==> src/rtl/pipe_hazard_ctrl.sv <==
// Hazard/stall controller for the 5-stage 8-bit pipeline.
// Mealy outputs: stage enables, flushes, MEM/WB bubble and EX forwarding selects.
module pipe_hazard_ctrl #(
  parameter int unsigned MEM_TIMEOUT = 15
) (
  input  logic       clk,
  input  logic       reset,
  input  logic [2:0] id_rs1,
  input  logic [2:0] id_rs2,
  input  logic       id_use1,
  input  logic       id_use2,
  input  logic [2:0] ex_rs1,
  input  logic [2:0] ex_rs2,
  input  logic [2:0] ex_rd,
  input  logic       ex_regwrite,
  input  logic       ex_memread,
  input  logic [2:0] mem_rd,
  input  logic       mem_regwrite,
  input  logic [2:0] wb_rd,
  input  logic       wb_regwrite,
  input  logic       mem_req,
  input  logic       mem_ready,
  input  logic       branch_taken,
  output logic       pc_en,
  output logic       ifid_en,
  output logic       idex_en,
  output logic       exmem_en,
  output logic       ifid_flush,
  output logic       idex_flush,
  output logic       memwb_bubble,
  output logic [1:0] fwd_a,
  output logic [1:0] fwd_b,
  output logic [7:0] stall_cnt,
  output logic       err_timeout
);

  typedef enum logic [1:0] {
    INIT     = 2'd0,
    RUN      = 2'd1,
    MEM_WAIT = 2'd2
  } state_t;

  localparam logic [7:0] TIMEOUT = 8'(MEM_TIMEOUT);
  localparam logic [7:0] SAT     = 8'hff;

  state_t     state_q, state_d;
  logic [7:0] wait_cnt_q, wait_cnt_d;
  logic [7:0] stall_cnt_q, stall_cnt_d;
  logic       err_q, err_d;

  logic       mem_wait;
  logic       load_use;
  logic       hit1, hit2;
  logic [1:0] fwd_a_c, fwd_b_c;

  assign mem_wait = mem_req && !mem_ready;
  assign hit1     = id_use1 && (id_rs1 == ex_rd);
  assign hit2     = id_use2 && (id_rs2 == ex_rd);
  assign load_use = ex_memread && ex_regwrite && (hit1 || hit2);

  // EX/MEM result is newer than WB, so it wins on a double match
  always_comb begin
    fwd_a_c = 2'b00;
    if (mem_regwrite && (mem_rd == ex_rs1))
      fwd_a_c = 2'b10;
    else if (wb_regwrite && (wb_rd == ex_rs1))
      fwd_a_c = 2'b01;
  end

  always_comb begin
    fwd_b_c = 2'b00;
    if (mem_regwrite && (mem_rd == ex_rs2))
      fwd_b_c = 2'b10;
    else if (wb_regwrite && (wb_rd == ex_rs2))
      fwd_b_c = 2'b01;
  end

  always_comb begin
    state_d      = state_q;
    pc_en        = 1'b0;
    ifid_en      = 1'b0;
    idex_en      = 1'b0;
    exmem_en     = 1'b0;
    ifid_flush   = 1'b1;
    idex_flush   = 1'b1;
    memwb_bubble = 1'b1;
    fwd_a        = 2'b00;
    fwd_b        = 2'b00;
    unique case (state_q)
      INIT: begin
        state_d = RUN;
      end
      RUN, MEM_WAIT: begin
        fwd_a = fwd_a_c;
        fwd_b = fwd_b_c;
        if (mem_wait) begin
          ifid_flush   = 1'b0;
          idex_flush   = 1'b0;
          memwb_bubble = 1'b1;
          state_d      = MEM_WAIT;
        end else if (branch_taken) begin
          pc_en        = 1'b1;
          ifid_en      = 1'b1;
          idex_en      = 1'b1;
          exmem_en     = 1'b1;
          memwb_bubble = 1'b0;
          state_d      = RUN;
        end else if (load_use) begin
          ifid_flush   = 1'b0;
          exmem_en     = 1'b1;
          memwb_bubble = 1'b0;
          state_d      = RUN;
        end else begin
          pc_en        = 1'b1;
          ifid_en      = 1'b1;
          idex_en      = 1'b1;
          exmem_en     = 1'b1;
          ifid_flush   = 1'b0;
          idex_flush   = 1'b0;
          memwb_bubble = 1'b0;
          state_d      = RUN;
        end
      end
      default: begin
        state_d = INIT;
      end
    endcase
  end

  // wait_cnt counts consecutive wait cycles, the entry cycle included
  always_comb begin
    wait_cnt_d = 8'd0;
    if ((state_q != INIT) && mem_wait)
      wait_cnt_d = (wait_cnt_q == SAT) ? SAT : wait_cnt_q + 8'd1;
  end

  always_comb begin
    stall_cnt_d = stall_cnt_q;
    if ((state_q != INIT) && !pc_en && (stall_cnt_q != SAT))
      stall_cnt_d = stall_cnt_q + 8'd1;
  end

  always_comb begin
    err_d = err_q;
    if (wait_cnt_d >= TIMEOUT)
      err_d = 1'b1;
  end

  always_ff @(posedge clk or posedge reset) begin
    if (reset) begin
      state_q     <= INIT;
      wait_cnt_q  <= 8'd0;
      stall_cnt_q <= 8'd0;
      err_q       <= 1'b0;
    end else begin
      state_q     <= state_d;
      wait_cnt_q  <= wait_cnt_d;
      stall_cnt_q <= stall_cnt_d;
      err_q       <= err_d;
    end
  end

  assign stall_cnt   = stall_cnt_q;
  assign err_timeout = err_q;

endmodule

==> config.mk <==
export PLATFORM = sky130hd
export DESIGN_NAME = pipe_hazard_ctrl
export DESIGN_NICKNAME = d
export VERILOG_FILES = /design/src/rtl/pipe_hazard_ctrl.sv
export SDC_FILE = /design/constraint.sdc
export NUM_CORES = 1
export LEC_CHECK = 0
export CAP_MARGIN = 40
export CORE_ASPECT_RATIO = 0.5
export CORE_UTILIZATION = 39
export CTS_CLUSTER_DIAMETER = 40
export CTS_CLUSTER_SIZE = 8
export DETAILED_ROUTE_END_ITERATION = 12
export GPL_ROUTABILITY_DRIVEN = 0
export HOLD_SLACK_MARGIN = 0.03
export PLACE_DENSITY = 0.76
export SETUP_SLACK_MARGIN = 0.3
export SYNTH_ARGS = -nofsm -noshare
export SYNTH_HDL_FRONTEND = slang
export SYNTH_SLANG_ARGS = --single-unit
export TNS_END_PERCENT = 1
==> constraint.sdc <==
create_clock -name clk -period 1.9 [get_ports clk]
set_input_delay 0.57 -clock clk [delete_from_list [all_inputs] [get_ports clk]]
set_output_delay 0.57 -clock clk [all_outputs]
set_load 0.02 [all_outputs]
# Word-level counts from Yosys, hierarchy flattened
# Cells that the tools add are included.
dict set report word_totals {
  register_bits 19
  output_inout_bits 20
  inputBits 32
  wordCells 60
}
dict set report op_classes {
  magnitude_cmp 1
  addsub 2
  n_eq_ne 10
  muxes 25
  n_reduce_logical 18
}
# operator n
set op_table {}
lappend op_table {{$eq A3 B3 Y1} 6}
lappend op_table {{$mux W1} 17}
lappend op_table {{$add A8 B1 Y8 const B} 2}
lappend op_table {{$mux W8} 2}
lappend op_table {{$logic_and A1 B1 Y1} 12}
lappend op_table {{$mux W2} 5}
lappend op_table {{$eq A8 B8 Y1 const B} 1}
lappend op_table {{$ge A8 B4 Y1 const B} 1}
lappend op_table {{$ne A8 B8 Y1 const B} 1}
lappend op_table {{$pmux W2 S2} 1}
lappend op_table {{$eq A2 B1 Y1 const B} 1}
lappend op_table {{$eq A2 B2 Y1 const B} 1}
lappend op_table {{$logic_not A1 Y1} 2}
lappend op_table {{$logic_not A2 Y1} 1}
lappend op_table {{$reduce_bool A2 Y1} 1}
lappend op_table {{$reduce_or A2 Y1} 1}
lappend op_table {{$logic_or A1 B1 Y1} 1}

# Depth between registers and ports, before layout
dict set report depth {
  depth_word 11
  depth_mapped 7
  ltp_nobuf 7
}

# Worst setup path after synthesis
# No wires, ideal clock.
dict set report synth_timing {
  path_kind {in2out}
  start {in ex_rs1[1]}
  end {out fwd_a[0]}
  arrival_ps 1949
  required_time_ps 1330
  slack_ps -619
  cell_stages 3
  n_path_buf 0
  path_cell_list {xor2_1 > nor3_1 > a2111oi_0}
}
dict set report synth_via {
  elab_chain_len 5
  word_cells_on_any_way 7
  classes_between {2 x eq/ne; 3 x mux; 2 x reduce/logical}
}
# item line
set synth_lines {}
lappend synth_lines {{start, declared} 12} ;# input logic [2:0] ex_rs1,
lappend synth_lines {{$eq A3 B3 Y1} 66} ;# else if (wb_regwrite && (wb_rd == ex_rs1))
lappend synth_lines {{$logic_and A1 B1 Y1} 66}
lappend synth_lines {{$mux W1} 66}
lappend synth_lines {{$mux W2 (*)} 64} ;# if (mem_regwrite && (mem_rd == ex_rs1))
lappend synth_lines {{$mux W2 (*)} 89} ;# unique case (state_q)
lappend synth_lines {{end, declared} 31} ;# output logic [1:0] fwd_a,
# Every way passes the cells marked *; elsewhere a longest branch is shown, timed or not.

# Worst setup path in the final report
dict set report layout_timing {
  start {in ex_rd[0]}
  end {out ifid_en}
}
dict set report layout_via {
  elab_chain_len 8
  word_cells_on_any_way 10
  classes_between {2 x eq/ne; 4 x mux; 4 x reduce/logical}
}
# item line
set layout_lines {}
lappend layout_lines {{start, declared} 14} ;# input logic [2:0] ex_rd,
lappend layout_lines {{$eq A3 B3 Y1 (on tied branches)} {57, 58}}
lappend layout_lines {{$logic_and A1 B1 Y1 (on tied branches)} {57, 58}}
lappend layout_lines {{$logic_or A1 B1 Y1 (*)} 59} ;# assign load_use = ex_memread && ex_regwrite && (hit1 || hit2);
lappend layout_lines {{$logic_and A1 B1 Y1 (*)} 59}
lappend layout_lines {{$mux W1 (*)} 108} ;# end else if (load_use) begin
lappend layout_lines {{$mux W1 (*)} 101} ;# end else if (branch_taken) begin
lappend layout_lines {{$mux W1 (*)} 96} ;# if (mem_wait) begin
lappend layout_lines {{$mux W1 (*)} 89}
lappend layout_lines {{end, declared} 25} ;# output logic ifid_en,
# Marked as above.

==> key figures <==
Setup path
  – Critical Path End Type: output pin
  – R2r endpoint: stall_cnt[1]
  – Slowest cell on the critical path: o21a_4
  – Worst path arrival time: 1580 ps
  – Critical path required time: 1330 ps
  – Largest incremental delay on the critical path: 220 ps
  – Critical Setup Path Class: in -> out
  – Cell count of the worst reg-to-reg path: 7
  – Crit start category: input pin
  – Crit-path max FO: 3
  – Most used cell, CP: buf_6
  – Flop-to-flop setup slack: -90 ps
  – CP Cell Sequence: buf_6 > xnor2_2 > nand4_1 > nand2_2 > nand3_2 > o21a_4 > buf_6
  – R2r startpoint: stall_cnt[0]

Min path
  – WHS Endpoint: stall_cnt[7]
  – Hold Path Depth: 1
  – HP Class: reg -> reg
  – Worst min-delay path startpoint: stall_cnt[7]

Final layout
  – Fin nets: 276
  – Share of layout cells above drive strength 1: 0.540
  – Commonest non-fill, non-tap cell in the layout: buf_4
  – Layout Utilization: 0.814
  – Post-Layout Cell Count: 279
  – Synth-to-Final Area Change: 94.1%
  – Antenna cells: 0
  – Most frequent cells in the layout: 42 x buf_4, 20 x buf_6, 18 x dfrtp_1

Timing
  – Max Freq: 465 MHz
  – Max Slew Vio Count: 0
  – Final setup vio count: 16
  – Fin crit period: 2150 ps
  – Slew @ Worst Pin: 456 ps
  – RSZ-0062 raised after global routing: yes
  – Relative slew slack: 0.694
  – Final worst setup slack: -249 ps
  – Setup Skew: 2.58 ps
  – Tcrit/Tclk final: 1.13
  – Fin. Hold Viols: 0
  – Setup_tns: -2180 ps

Run
  – Max Cap Viol: 0

Floorplanning
  – Die ar.: 0.00355 sq mm
  – Top Ports: 52
  – CORE AREA: 0.00307 sq mm
  – Rows: 14
  – Die height: 42.6 um
  – Initial Utilization: 0.420
  – Die width: 83.2 um

Drt
  – Post-DR wirelength/cell: 17.1 um
  – Post-DRT Antenna Nets: 0
  – First DRT Iteration DRCs: 47
  – Via count: 1512
  – First-pass DRT Iterations: 4
  – Vias per std cell: 5.42
  – WL final: 4770 um
  – Remaining DRCs: 0

Placement
  – IO buf count: 51
  – Placed insts: 267
  – Placed wire-length estimate: 2820 um
  – Placement Setup Slack: -1080 ps

Clocking
  – Insertion delay to the later sink of the worst-skew pair: 260 ps
  – CTS tree: done
  – CTS Buf Count: 3
  – Htree depth: 1
  – Cts hold-fix bufs: 0
  – Root buf cell: clkbuf_8
  – CTS max path bufs: 2
  – Clk slew on worst S/H paths: 70 ps
  – CTS sink count: 19

Status
  – Failing checks: setup timing
  – Outcome: complete, but fails checks

Synth
  – Xor and xnor area share after synthesis: 0.191
  – Yosys cell types: 39
  – Syn Inst Count: 141
  – Sequential area share after synthesis: 0.370
  – Mapped Avg Cell Area: 9.12 sq um
  – Synthesized area: 0.00129 sq mm
  – Simple-gate share of the synthesized area: 0.234
  – Syn Nets: 177
  – Synth Area in Adders: 0.0389
  – Post-synthesis mux area share: 0.00875
  – Synth warnings: 0
  – Main combinational cell family by area after synthesis: simple AND/OR/NAND/NOR gates
  – Synth Register Bits: 19
  – Synth Area in Compound Gates: 0.128

Pwr
  – Pwr/cell area: 1020 mW/mm^2
  – Worst vdd ir: 0.000623 V
  – Total power: 2.55 mW
  – Leak Pwr: 1.11 nW

GRT
  – Gr ovfl total: 0
  – Largest net degree at the start of global routing: 20
  – All-Layer GR Usage: 0.240
  – Number of global-route vias before repair: 1519
  – Wire length of the first global-routing pass: 6620 um
  – Initial antenna violation count: 0
## critical path: cells and delay by family
family,cells,cell delay [ps]
AND/OR/NAND/NOR,3,370
XOR/XNOR,1,180
AO/OA/AOI/OAI,1,220
buffers and inverters,2,240
## Yosys cell counts (all sizes together)
cell type | n | share of area
dfrtp | 19 | 0.37
xnor2 | 18 | 0.12
nor2 | 14 | 0.041
nand2 | 11 | 0.032
xor2 | 10 | 0.068
nand3 | 7 | 0.037
inv | 6 | 0.018
nor3 | 6 | 0.023
o21ai | 6 | 0.023
a21oi | 5 | 0.019
ha | 4 | 0.039
nand4 | 4 | 0.019
a2111oi | 3 | 0.021
a31oi | 3 | 0.015
and3 | 3 | 0.019
buf | 2 | 0.012
nor4 | 2 | 0.0097
o21bai | 2 | 0.012
a22oi | 1 | 0.0058
and2 | 1 | 0.0049
and4 | 1 | 0.0068
mux2 | 1 | 0.0088
nand2b | 1 | 0.0049
nand3b | 1 | 0.0058
nand4b | 1 | 0.0068
nor2b | 1 | 0.0049
nor3b | 1 | 0.0058
o211ai | 1 | 0.0058
o21a | 1 | 0.0058
o221ai | 1 | 0.0068
o311a | 1 | 0.0078
o31ai | 1 | 0.0058
or2 | 1 | 0.0049
or4b | 1 | 0.0078
## report_power, final
group / switching [mW] / total [mW] / internal, mW
clock: 0.149 / 0.295 / 0.146
combinational: 0.828 / 1.66 / 0.831
sequential: 0.0970 / 0.596 / 0.499
total: 1.07 / 2.55 / 1.48
## how the worst max path moves through the flow
stage	start	to	slack, ps	cells after the start
2_1_floorplan	ex_rd[1]	ifid_en	-110	6
3_3_place_gp	mem_rd[2]	fwd_a[0]	-1030	5
3_5_place_dp	ex_rs1[0]	fwd_a[0]	-1080	5
4_1_cts	state_q[1]	fwd_a[0]	-210	5
5_1_grt	ex_rd[0]	ifid_en	-300	7
6_report	ex_rd[0]	ifid_en	-250	7
## cells by family after synthesis
family                     after synthesis
AOI/OAI and AO/OA                       25
DFF                                     19
adders and majority gates                4
xor gates and xnor gates                28
muxes                                    1
buffers and inverters                    8
and+or+nand+nor                         56
## timing repair
| item | 4_1_cts | 5_1_grt |
|---|---|---|
| pin swaps | 26 | 13 |
| cloned | 0 | 0 |
| buffers inserted | 5 | 3 |
| gates resized for setup | 207 | 28 |
| setup endpoints to repair | 31 | 26 |
## flip-flops by register name, indices dropped and copies added, names as in the netlist
name and flops:
wait_cnt_q 8, stall_cnt 8, state_q 2, err_timeout 1
## cell type report
| cell class | instances | area (sq um) |
|---|---|---|
| well taps | 40 | 50.0 |
| clock inverters | 1 | 5.00 |
| repair buffers | 96 | 806 |
| multi-input cells | 114 | 1090 |
| inverters | 6 | 22.5 |
| clock buffers | 3 | 41.3 |
| fillers | 177 | 569 |
| flip-flops and latches | 19 | 477 |
## stage by stage
| stage | hold WS, ps | area, sq um |
|---|---|---|
| final | 538 | 2500 |
| after global routing | 549 | 2500 |
| after CTS | 528 | 2340 |
| after detailed placement | 520 | 2170 |
| after global placement | 492 | 2170 |
| after floorplan | 472 | 1350 |
## routing by layer
metal | part of all wire | global-route usage | up-vias
li1 | - | - | 696
met1 | 0.39 | 0.258 | 746
met2 | 0.54 | 0.482 | 49
met3 | 0.034 | 0.0492 | 21
met4 | 0.036 | 0.0724 | 0
met5 | 0 | 0 | -
Note: power is estimated with default switching activity, not from simulation.
